### src/rtl/detection_box_filter.sv
// rtl/detection_box_filter.sv - per-frame score threshold filter with survivor stream and best-box tracking
module detection_box_filter #(
    parameter int B     = 4,
    parameter int W     = 16,
    parameter int IDX_W = (B > 1) ? $clog2(B) : 1
) (
    input  logic                 clk,
    input  logic                 rst,
    input  logic                 in_valid,
    output logic                 in_ready,
    input  logic [B*4*W-1:0]     in_boxes,
    input  logic [B*W-1:0]       in_scores,
    input  logic [W-1:0]         threshold,
    output logic                 out_valid,
    input  logic                 out_ready,
    output logic [4*W-1:0]       out_box,
    output logic [W-1:0]         out_score,
    output logic [IDX_W-1:0]     out_index,
    output logic                 out_last,
    output logic [IDX_W:0]       kept_count,
    output logic                 best_valid,
    output logic [4*W-1:0]       best_box,
    output logic [W-1:0]         best_score,
    output logic [IDX_W-1:0]     best_index
);

    typedef enum logic [1:0] {IDLE, SCAN, DONE} state_t;

    state_t             state, state_next;
    logic [4*W-1:0]     box_q   [B];
    logic [W-1:0]       score_q [B];
    logic [B-1:0]       pass_mask;
    logic [B-1:0]       pass_in;
    logic [B-1:0]       rest;
    logic [IDX_W-1:0]   cur;
    logic               accept;
    logic               scan_fire;

    logic [W-1:0]       max_score;
    logic [4*W-1:0]     max_box;
    logic [IDX_W-1:0]   max_idx;
    logic [IDX_W:0]     run_count;

    assign in_ready  = (state == IDLE);
    assign accept    = in_valid && in_ready;
    assign out_valid = (state == SCAN);
    assign scan_fire = out_valid && out_ready;

    always_comb begin
        pass_in = '0;
        for (int i = 0; i < B; i++) begin
            pass_in[i] = (in_scores[i*W +: W] >= threshold);
        end
    end

    // Lowest surviving index is presented first; rest tells whether anything follows it.
    always_comb begin
        cur = '0;
        for (int i = B - 1; i >= 0; i--) begin
            if (pass_mask[i]) begin
                cur = IDX_W'(i);
            end
        end
        rest = pass_mask & ~(B'(1) << cur);
    end

    always_comb begin
        out_box   = '0;
        out_score = '0;
        out_index = '0;
        out_last  = 1'b0;
        if (out_valid) begin
            out_box   = box_q[cur];
            out_score = score_q[cur];
            out_index = cur;
            out_last  = (rest == '0);
        end
    end

    always_ff @(posedge clk or posedge rst) begin
        if (rst) begin
            state <= IDLE;
        end else begin
            state <= state_next;
        end
    end

    always_comb begin
        state_next = state;
        case (state)
            IDLE: begin
                if (accept) begin
                    state_next = (pass_in != '0) ? SCAN : DONE;
                end
            end
            SCAN: begin
                if (scan_fire && out_last) begin
                    state_next = DONE;
                end
            end
            DONE:    state_next = IDLE;
            default: state_next = IDLE;
        endcase
    end

    always_ff @(posedge clk or posedge rst) begin
        if (rst) begin
            for (int i = 0; i < B; i++) begin
                box_q[i]   <= '0;
                score_q[i] <= '0;
            end
            pass_mask  <= '0;
            max_score  <= '0;
            max_box    <= '0;
            max_idx    <= '0;
            run_count  <= '0;
            kept_count <= '0;
            best_valid <= 1'b0;
            best_box   <= '0;
            best_score <= '0;
            best_index <= '0;
        end else begin
            case (state)
                IDLE: begin
                    if (accept) begin
                        for (int i = 0; i < B; i++) begin
                            box_q[i]   <= in_boxes[i*4*W +: 4*W];
                            score_q[i] <= in_scores[i*W +: W];
                        end
                        pass_mask <= pass_in;
                        max_score <= '0;
                        max_box   <= '0;
                        max_idx   <= '0;
                        run_count <= '0;
                    end
                end
                SCAN: begin
                    if (scan_fire) begin
                        pass_mask[cur] <= 1'b0;
                        run_count      <= run_count + (IDX_W+1)'(1);
                        // First survivor always loads; later ones only on strictly greater, so ties keep the lower index.
                        if (run_count == '0 || score_q[cur] > max_score) begin
                            max_score <= score_q[cur];
                            max_box   <= box_q[cur];
                            max_idx   <= cur;
                        end
                    end
                end
                DONE: begin
                    kept_count <= run_count;
                    best_valid <= (run_count != '0);
                    best_box   <= (run_count != '0) ? max_box   : '0;
                    best_score <= (run_count != '0) ? max_score : '0;
                    best_index <= (run_count != '0) ? max_idx   : '0;
                end
                default: ;
            endcase
        end
    end

endmodule

### config.mk
export PLATFORM = sky130hd
export DESIGN_NAME = detection_box_filter
export DESIGN_NICKNAME = d
export VERILOG_FILES = /design/src/rtl/detection_box_filter.sv
export SDC_FILE = /design/constraint.sdc
export NUM_CORES = 1
export LEC_CHECK = 0
export BUFFER_PORTS_ARGS = -buffer_cell sky130_fd_sc_hd__buf_2
export CORE_MARGIN = 2
export CORE_UTILIZATION = 33
export CTS_CLUSTER_DIAMETER = 50
export DETAILED_ROUTE_END_ITERATION = 6
export SYNTH_ARGS = -nofsm -noshare
export SYNTH_HDL_FRONTEND = slang
export SYNTH_SLANG_ARGS = --single-unit
### constraint.sdc
create_clock -name clk -period 20.7 [get_ports clk]
set_input_delay 4.14 -clock clk [delete_from_list [all_inputs] [get_ports clk]]
set_output_delay 4.14 -clock clk [all_outputs]
set_load 0.005 [all_outputs]
==> results of run 1 <==
[worst max-delay path, cell delays in order (launching register included)]
cell and delay, ns:
dfrtp_1 0.79, nand2b_1 0.31, a21o_4 0.51, buf_4 0.78, mux2i_1 0.43, o22ai_1 0.19
buf_2 0.21
[placed cells by master, fill, tap and decap left out, drive strengths merged, types with 10 or more instances in the layout]
master / instances
nand2: 992
buf: 530
dfrtp: 497
clkbuf: 86
a22o: 83
mux2: 83
ha: 82
mux2i: 66
inv: 66
a22oi: 65
o22ai: 65
o21ai: 49
nor2: 38
a21oi: 36
o22a: 28
nand2b: 23
diode: 18
o221a: 16
clkinv: 10
[cell type report]
| cell class | instances | area share, % |
|---|---|---|
| inverters | 56 | 0.758 |
| repair buffers | 530 | 9.45 |
| clock buffers | 86 | 6.51 |
| well taps | 940 | 4.09 |
| diodes | 18 | 0.157 |
| flip-flops and latches | 497 | 43.3 |
| clock inverters | 34 | 1.54 |
| multi-input cells | 1673 | 34.2 |
[path summary, 6_finish.rpt]
kind | start | end | slack (ns) | depth (start not counted)
min reg2reg | box_q[130] | box_q[130] | 0.47 | 2
min in group asynchronous | rst | max_box[51] | 3.72 | 2
min | box_q[130] | box_q[130] | 0.47 | 2
max in group asynchronous | rst | box_q[214] | 14.08 | 5
max reg2reg | pass_mask[0] | max_box[28] | 14.54 | 13
max | pass_mask[2] | out_box[3] | 12.71 | 6
[cell families after synthesis]
group / synth area share, %
fa+ha+maj: 4.43
compound gates: 11.5
simple gates: 18.0
mux: 8.19
flops: 53.7
buf+inv: 4.10
xor+xnor: 0.0379
[sequential cells by signal (all words and copies together) (netlist names), 3 cells and up]
register / count
box_q: 256
kept_count: 3
max_box: 64
best_score: 16
pass_mask: 4
best_box: 64
run_count: 3
score_q: 64
max_score: 16
[per-stage QoR]
step	worst slack (ns)	hold WS, ns	instance area (sq um)	util [%]
after floorplan	2.69	0.443	23100	-
final	12.71	0.469	28700	41.2
after global routing	12.49	0.488	28700	41.2
after detailed placement	12.13	0.461	26400	37.8
after CTS	12.60	0.475	28700	41.1
after global placement	12.19	0.457	26400	37.8
[power groups by stage]
stage	Combinational (uW)	Sequential (uW)	Clock, uW
floorplan	1530	1600	0
global route	2390	1710	1260
global placement	2160	1660	0
CTS	2190	1660	1220
detailed placement	2180	1670	0
finish	2160	1660	1200
[routing by layer]
metal,wire length [microns],share of wire (%)
met2,35500,47
met5,185,0.25
met1,32500,43
met4,2350,3.1
met3,4370,5.8
==> impl_metrics.env, run 1 <==
export IMPL_status="complete, no violations"
export IMPL_drive_gt1_share_pct=26.3
export IMPL_post_place_cells=3696
export IMPL_syn_area_sq_um=23100
export IMPL_synth_top_area_share_pct=53.7
export IMPL_cts_buffers=68
export IMPL_clkLatencyLatePin_ns=0.60
export IMPL_start_util_pct=33.2
export IMPL_top_usage_layer="met2"
export IMPL_io_pins=511
export IMPL_ys_flop_type="dfrtp_1"
export IMPL_cp_max_fo=42
export IMPL_cts_htree_levels=3
export IMPL_cp_arrival_ns=3.85
export IMPL_first_iter_violations=1292
export IMPL_track_usage_pct=20.4
export IMPL_die_y_microns=269
export IMPL_synth_most_common_cell="nand2_1"
export IMPL_setup_viol=0
export IMPL_antenna_found_initial=32
export IMPL_power_switching_uw=2000
export IMPL_cts_sinks=497
export IMPL_ys_seq_area_share_pct=53.7
export IMPL_rsz0062_at_grt="false"
export IMPL_use_met3_pct=5.11
export IMPL_post_cts_repair_setup_buffers=0
export IMPL_gp_congestion=0.849
export IMPL_port_buffers=510
export IMPL_total_power_uw=5020
export IMPL_power_share_sequential_pct=33.0
export IMPL_power_internal_uw=3020
export IMPL_ys_types=48
export IMPL_grt_ovfl_total=0
export IMPL_syn_area_per_cell_sq_um=9.74
export IMPL_cts_tree="built"
export IMPL_drcViolationCount=0
export IMPL_ys_async_sr_fraction_pct=100
export IMPL_vias=18800
export IMPL_drv_slew=0
export IMPL_gr_usage_met1_pct=26.6
export IMPL_synthCells=2375
export IMPL_vias_per_cell=4.90
export IMPL_finalCritPeriodShare_pct=38.6
export IMPL_ys_warn_count=0
export IMPL_cap_violations=0
export IMPL_grt_pass1_vias=18700
export IMPL_p_per_area_nw_per_um2=175
export IMPL_p_comb_share_pct=43.1
export IMPL_p_clk_share_pct=23.9
export IMPL_critical_path_class="flop to output port"
export IMPL_fin_skew_ns=0.0324
export IMPL_clk_path_buf_depth=3
export IMPL_hold_path_class="flop to flop"
export IMPL_die_w_microns=269
export IMPL_wl_per_cell_microns=19.6
export IMPL_core_area_sq_um=69800
export IMPL_cts_root_buffer="clkbuf_16"
export IMPL_synthTopCellsByCount="992 x nand2_1, 497 x dfrtp_1, 109 x clkbuf_1, 83 x a22o_1, 82 x ha_1"
export IMPL_synth_seq_cells=497
export IMPL_area_delta_synth_final_pct=24.2
export IMPL_cts_hold_buf=0
export IMPL_grt_max_degree=186
export IMPL_worst_slew_pin_slew_ns=1.09
export IMPL_cts_resized=0
export IMPL_clock_fmax_mhz=125
export IMPL_critPathLaunchType="flop"
export IMPL_p_leak_uw=0.0154
export IMPL_fillerInstances=6953
export IMPL_dp_final_hpwl_mm=51.3
export IMPL_fin_cells=3834
export IMPL_ir_worst_vdd_v=0.000116
export IMPL_tns_ns=0
export IMPL_final_seq_area_sq_um=12400
export IMPL_drtAntennaViolNets=0
export IMPL_hold_viol_final=0
export IMPL_finalCriticalPeriod_ns=7.99
export IMPL_synth_area_leader_cell="dfrtp_1"
export IMPL_critPathCaptureType="output port"
export IMPL_routed_wl_mm=75.0
export IMPL_switching_share_pct=39.8
export IMPL_multiInputGateArea_sq_um=9830
export IMPL_synth_edf_count=0
export IMPL_use_met2_pct=32.7
export IMPL_dr_pass1_iters=5
export IMPL_netlist_top_cells_area="dfrtp_1 54%, nand2_1 16%, mux2_4 5.2%"
export IMPL_finalNetCount=3248
export IMPL_relSlewSlack_pct=27.3
export IMPL_grt_pass1_wl_mm=112
export IMPL_rows=97
export IMPL_die_area_sq_um=72300
export IMPL_syn_num_nets=2797
export IMPL_clkTransAtPathRegs_ns=0.05
export IMPL_cp_required_ns=16.56
No activity file was read; power rests on OpenSTA's default activity.
==> run 2, diff against run 1 <==
clock period = 7.6 ns   (was 20.7 ns; I/O delays follow)
==> run 2 against run 1 <==
Compared with the run above:
- sequential power increased to 2.8 times the previous value
- sequential share of layout area increased by 0.12 points
- combinational power increased to 2.7 times the previous value
- utilization decreased by 0.12 points
- cell count decreased by 0.31%
- highest routed layer unchanged
==> impl_metrics.env, run 2 (same netlist as run 1, synthesis figures left out) <==
export IMPL_cts_buffers=61
export IMPL_rows=97
export IMPL_cts_hold_buf=0
export IMPL_fin_hold_ws_ns=0.472
export IMPL_finish_utilization_pct=41.1
export IMPL_crit_top_cell="nand2b_1"
export IMPL_grt_ovfl_total=0
export IMPL_vias=18600
export IMPL_critPathLaunchType="flop"
export IMPL_drive_gt1_share_pct=26.1
export IMPL_cts_tree="built"
export IMPL_status="complete, no violations"
export IMPL_cts_sinks=497
export IMPL_largest_register_ffs=256
export IMPL_crit_chain="nand2b_1 > nand2b_1 > o22a_1 > o21ai_0 > nor2_1 > buf_2"
export IMPL_relSlewSlack_pct=20.7
export IMPL_finalCritPeriodShare_pct=70.4
export IMPL_total_power_uw=13500
export IMPL_critPathCaptureType="output port"
export IMPL_cp_arrival_ns=3.83
export IMPL_track_usage_pct=20.5
export IMPL_p_leak_uw=0.0154
export IMPL_io_pins=511
export IMPL_cts_root_buffer="clkbuf_16"
export IMPL_grt_pass1_wl_mm=114
export IMPL_wl_per_cell_microns=19.6
export IMPL_setup_viol=0
export IMPL_die_y_microns=269
export IMPL_rsz0062_at_grt="false"
export IMPL_crit_slowest_cell="dfrtp_1"
export IMPL_clkLatencyLatePin_ns=0.63
export IMPL_dp_final_hpwl_mm=52.0
export IMPL_hold_viol_final=0
export IMPL_drcViolationCount=0
export IMPL_drv_slew=0
export IMPL_finalCriticalPeriod_ns=5.35
export IMPL_dr_pass1_iters=5
export IMPL_critical_path_class="flop to output port"
export IMPL_port_buffers=510
export IMPL_grt_pass1_vias=19100
export IMPL_grt_max_degree=212
export IMPL_fillerInstances=6921
export IMPL_cts_resized=0
export IMPL_clock_fmax_mhz=187
export IMPL_area_delta_synth_final_pct=23.8
export IMPL_clk_path_buf_depth=3
export IMPL_cp_required_ns=6.08
export IMPL_routed_wl_mm=74.9
export IMPL_cp_max_fo=35
export IMPL_gp_congestion=0.851
export IMPL_p_per_area_nw_per_um2=472
export IMPL_first_iter_violations=1379
export IMPL_largest_register="box_q"
export IMPL_ir_worst_vdd_v=0.000609
export IMPL_die_w_microns=269
export IMPL_slowest_delay_ns=1.06
export IMPL_finalNetCount=3240
export IMPL_worst_slew_pin_slew_ns=1.19
export IMPL_vias_per_cell=4.88
export IMPL_post_place_cells=3695
export IMPL_cts_htree_levels=2
export IMPL_layout_common_cells="990 x nand2_1, 510 x buf_2, 497 x dfrtp_1"
export IMPL_die_area_sq_um=72300
export IMPL_hold_path_class="flop to flop"
export IMPL_fin_cells=3822
export IMPL_drtAntennaViolNets=0
export IMPL_fin_skew_ns=0.0316
export IMPL_clkTransAtPathRegs_ns=0.06
export IMPL_start_util_pct=33.2
export IMPL_antenna_found_initial=21
export IMPL_core_area_sq_um=69800
export IMPL_final_common_cell="nand2_1"
export IMPL_cap_violations=0
export IMPL_post_cts_repair_setup_buffers=0
-- run 2: where the power goes --
part	internal (uW)	switching (uW)
Combinational	2420	3400
Sequential	3810	772
Clock	1910	1210
-- run 2: worst paths after layout --
kind	from	end	slack, ns	cells after the start
worst max register to register	pass_mask[0]	max_box[27]	2.33	13
worst max-delay path	pass_mask[0]	out_score[12]	2.25	6
worst min register to register	box_q[85]	box_q[85]	0.47	2
min in group asynchronous	rst	box_q[244]	1.04	2
max in group asynchronous	rst	box_q[88]	5.00	4
worst min-delay path	box_q[85]	box_q[85]	0.47	2
-- run 2: layout make-up --
class / count / area, sq um / area share (%)
Sequential cell: 497 / 12400 / 43.4
Multi-Input combinational cell: 1673 / 9830 / 34.3
Timing Repair Buffer: 529 / 2760 / 9.62
Clock buffer: 78 / 1700 / 5.94
Tap cell: 940 / 1180 / 4.10
Clock inverter: 36 / 502 / 1.75
Inverter: 56 / 214 / 0.747
Antenna cell: 13 / 32.5 / 0.114
-- run 2: metal layers --
| metal | vias up | track usage, % | routed length [microns] |
|---|---|---|---|
| met5 | - | 0 | 129 |
| met4 | 18 | 7.10 | 1990 |
| met3 | 134 | 4.73 | 4630 |
| met2 | 575 | 33.3 | 35800 |
| met1 | 9031 | 26.9 | 32300 |
| li1 | 8876 | - | - |
-- run 2: through the flow --
step,setup TNS [ns],cell area (sq um),setup WS [ns]
3_3_place_gp,0,26400,2.62
6_report,0,28700,2.25
2_1_floorplan,-329.27,23100,-0.663
4_1_cts,0,28600,2.19
5_1_grt,0,28600,1.94
3_5_place_dp,0,26400,2.39
-- run 2: worst max-delay path, delay by kind of cell, from the launching register on --
family,cells,cell delay [ns]
and+or+nand+nor,3,1.33
AOI/OAI and AO/OA,2,0.62
DFF,1,1.06
buffers and inverters,1,0.20
==> run 3, diff against run 2 <==
clock period = 5.4 ns   (was 7.6 ns; I/O delays follow)
==> run 3 against run 2 <==
Compared with the run above:
- worst setup slack got worse by 1.6 ns
- clock-buffer cell count increased by 2
- sequential cell count unchanged
- clock power grew 38%
- worst hold slack better by 0.0014 ns
- sequential power grew 41%
- combinational power rose by 43%
- register-to-register slack worse by 1.6 ns
- cell area rose by 0.25%
- utilization is 0.10 points higher
==> impl_metrics.env, run 3 (same netlist as run 1, synthesis figures left out) <==
export IMPL_holdPathEnd="box_q[197]"
export IMPL_grt_ovfl_total=0
export IMPL_cts_tree="built"
export IMPL_cp_required_ns=4.32
export IMPL_cts_resized=0
export IMPL_finalCritPeriodShare_pct=88.1
export IMPL_fin_cells=3827
export IMPL_cts_sinks=497
export IMPL_cts_hold_buf=0
export IMPL_rr_worst_depth=13
export IMPL_hold_viol_final=0
export IMPL_rsz0062_at_grt="false"
export IMPL_worstReg2RegEnd="max_box[63]"
export IMPL_worst_slew_pin_slew_ns=1.05
export IMPL_port_buffers=510
export IMPL_rr_startpoint="pass_mask[0]"
export IMPL_clk_path_buf_depth=3
export IMPL_grt_max_degree=131
export IMPL_p_per_area_nw_per_um2=663
export IMPL_start_util_pct=33.2
export IMPL_p_leak_uw=0.0154
export IMPL_clkLatencyLatePin_ns=0.62
export IMPL_io_pins=511
export IMPL_ir_worst_vdd_v=0.000710
export IMPL_gp_congestion=0.854
export IMPL_largest_register="box_q"
export IMPL_clkTransAtPathRegs_ns=0.06
export IMPL_layout_common_cells="990 x nand2_1, 510 x buf_2, 497 x dfrtp_1"
export IMPL_cap_violations=0
export IMPL_hold_path_class="flop to flop"
export IMPL_min_from="box_q[197]"
export IMPL_die_area_sq_um=72300
export IMPL_drive_gt1_share_pct=26.4
export IMPL_cts_htree_levels=2
export IMPL_vias_per_cell=4.88
export IMPL_drv_slew=0
export IMPL_drcViolationCount=0
export IMPL_post_place_cells=3707
export IMPL_die_y_microns=269
export IMPL_cts_root_buffer="clkbuf_16"
export IMPL_core_area_sq_um=69800
export IMPL_area_delta_synth_final_pct=24.1
export IMPL_antenna_found_initial=17
export IMPL_fin_skew_ns=0.0238
export IMPL_final_seq_area_sq_um=12400
export IMPL_status="complete, no violations"
export IMPL_fillerInstances=6923
export IMPL_whs_path_depth=2
export IMPL_clock_fmax_mhz=210
export IMPL_critPathCaptureType="output port"
export IMPL_cts_buffers=60
export IMPL_largest_register_ffs=256
export IMPL_r2r_slack_ns=0.78
export IMPL_relSlewSlack_pct=29.6
export IMPL_dr_pass1_iters=7
export IMPL_post_cts_repair_setup_buffers=0
export IMPL_final_common_cell="nand2_1"
export IMPL_critPathLaunchType="flop"
export IMPL_wl_per_cell_microns=19.6
export IMPL_track_usage_pct=20.4
export IMPL_vias=18700
export IMPL_grt_pass1_wl_mm=113
export IMPL_rows=97
export IMPL_critical_path_class="flop to output port"
export IMPL_finalNetCount=3251
export IMPL_multiInputGateArea_sq_um=9830
export IMPL_routed_wl_mm=74.9
export IMPL_die_w_microns=269
export IMPL_grt_pass1_vias=18700
export IMPL_setup_viol=0
export IMPL_first_iter_violations=1240
export IMPL_cp_max_fo=50
export IMPL_finish_utilization_pct=41.2
export IMPL_finalCriticalPeriod_ns=4.76
export IMPL_cp_arrival_ns=3.68
export IMPL_dp_final_hpwl_mm=52.8
export IMPL_drtAntennaViolNets=0
==> run 3: changes by cell type in the layout (fill, tap and decap cells not counted), sizes merged <==
cell / previous run / this run
clkinv: 16 / 9
inv: 64 / 63
buf: 529 / 541
clkbuf: 78 / 80
diode: 13 / 9
bufinv: 9 / 7
clkinvlp: 3 / 8
==> run 3: routing by layer <==
layer,up-vias,global-route usage [%],wire length (microns)
met1,9164,27.3,32700
met2,503,33.8,36400
met5,-,0,96
met4,16,5.12,1480
li1,8884,-,-
met3,107,4.15,4310
==> run 3: worst max-delay path by stage <==
| stage | startpoint | endpoint | depth (start not counted) | slack (ns) |
|---|---|---|---|---|
| after global routing | pass_mask[2] | out_box[0] | 5 | 0.40 |
| after CTS | pass_mask[2] | out_box[0] | 5 | 0.53 |
| after global placement | pass_mask[0] | max_box[17] | 12 | 0.96 |
| after detailed placement | pass_mask[0] | max_box[13] | 13 | 0.75 |
| final | pass_mask[2] | out_box[0] | 5 | 0.64 |
| after floorplan | rst | best_box[0] | 1 | -2.42 |
==> run 3: worst max-delay path, cell delays in order (launching register included) <==
cell     delay [ns]
dfrtp_1        0.64
o21ai_0        0.85
nand2_4        0.63
buf_4          0.45
o22ai_1        0.26
buf_2          0.18
==> run 3: metrics by stage <==
step / hold WS [ns] / instance area, sq um / power [uW] / TNS, ns / setup WS [ns]
after floorplan: 0.443 / 23100 / 12000 / -1203.99 / -2.42
after global placement: 0.457 / 26600 / 14800 / 0 / 0.965
after detailed placement: 0.462 / 26600 / 14900 / 0 / 0.747
after CTS: 0.477 / 28700 / 19300 / 0 / 0.533
after global routing: 0.488 / 28700 / 20400 / 0 / 0.405
final: 0.473 / 28700 / 19100 / 0 / 0.642
==> run 3: cell type report <==
class                      instances  share of cell area (%)
clock inverter                    31                    1.49
timing repair buffer             541                    10.1
inverter                          56                   0.745
clock buffer                      80                    5.98
antenna                            9                  0.0784
sequential                       497                    43.3
tap                              940                    4.09
multi-input combinational       1673                    34.2
==> run 3: report_power, final <==
group	switching, uW	internal (uW)
logic	4840	3480
registers	1070	5360
clock network	1700	2590
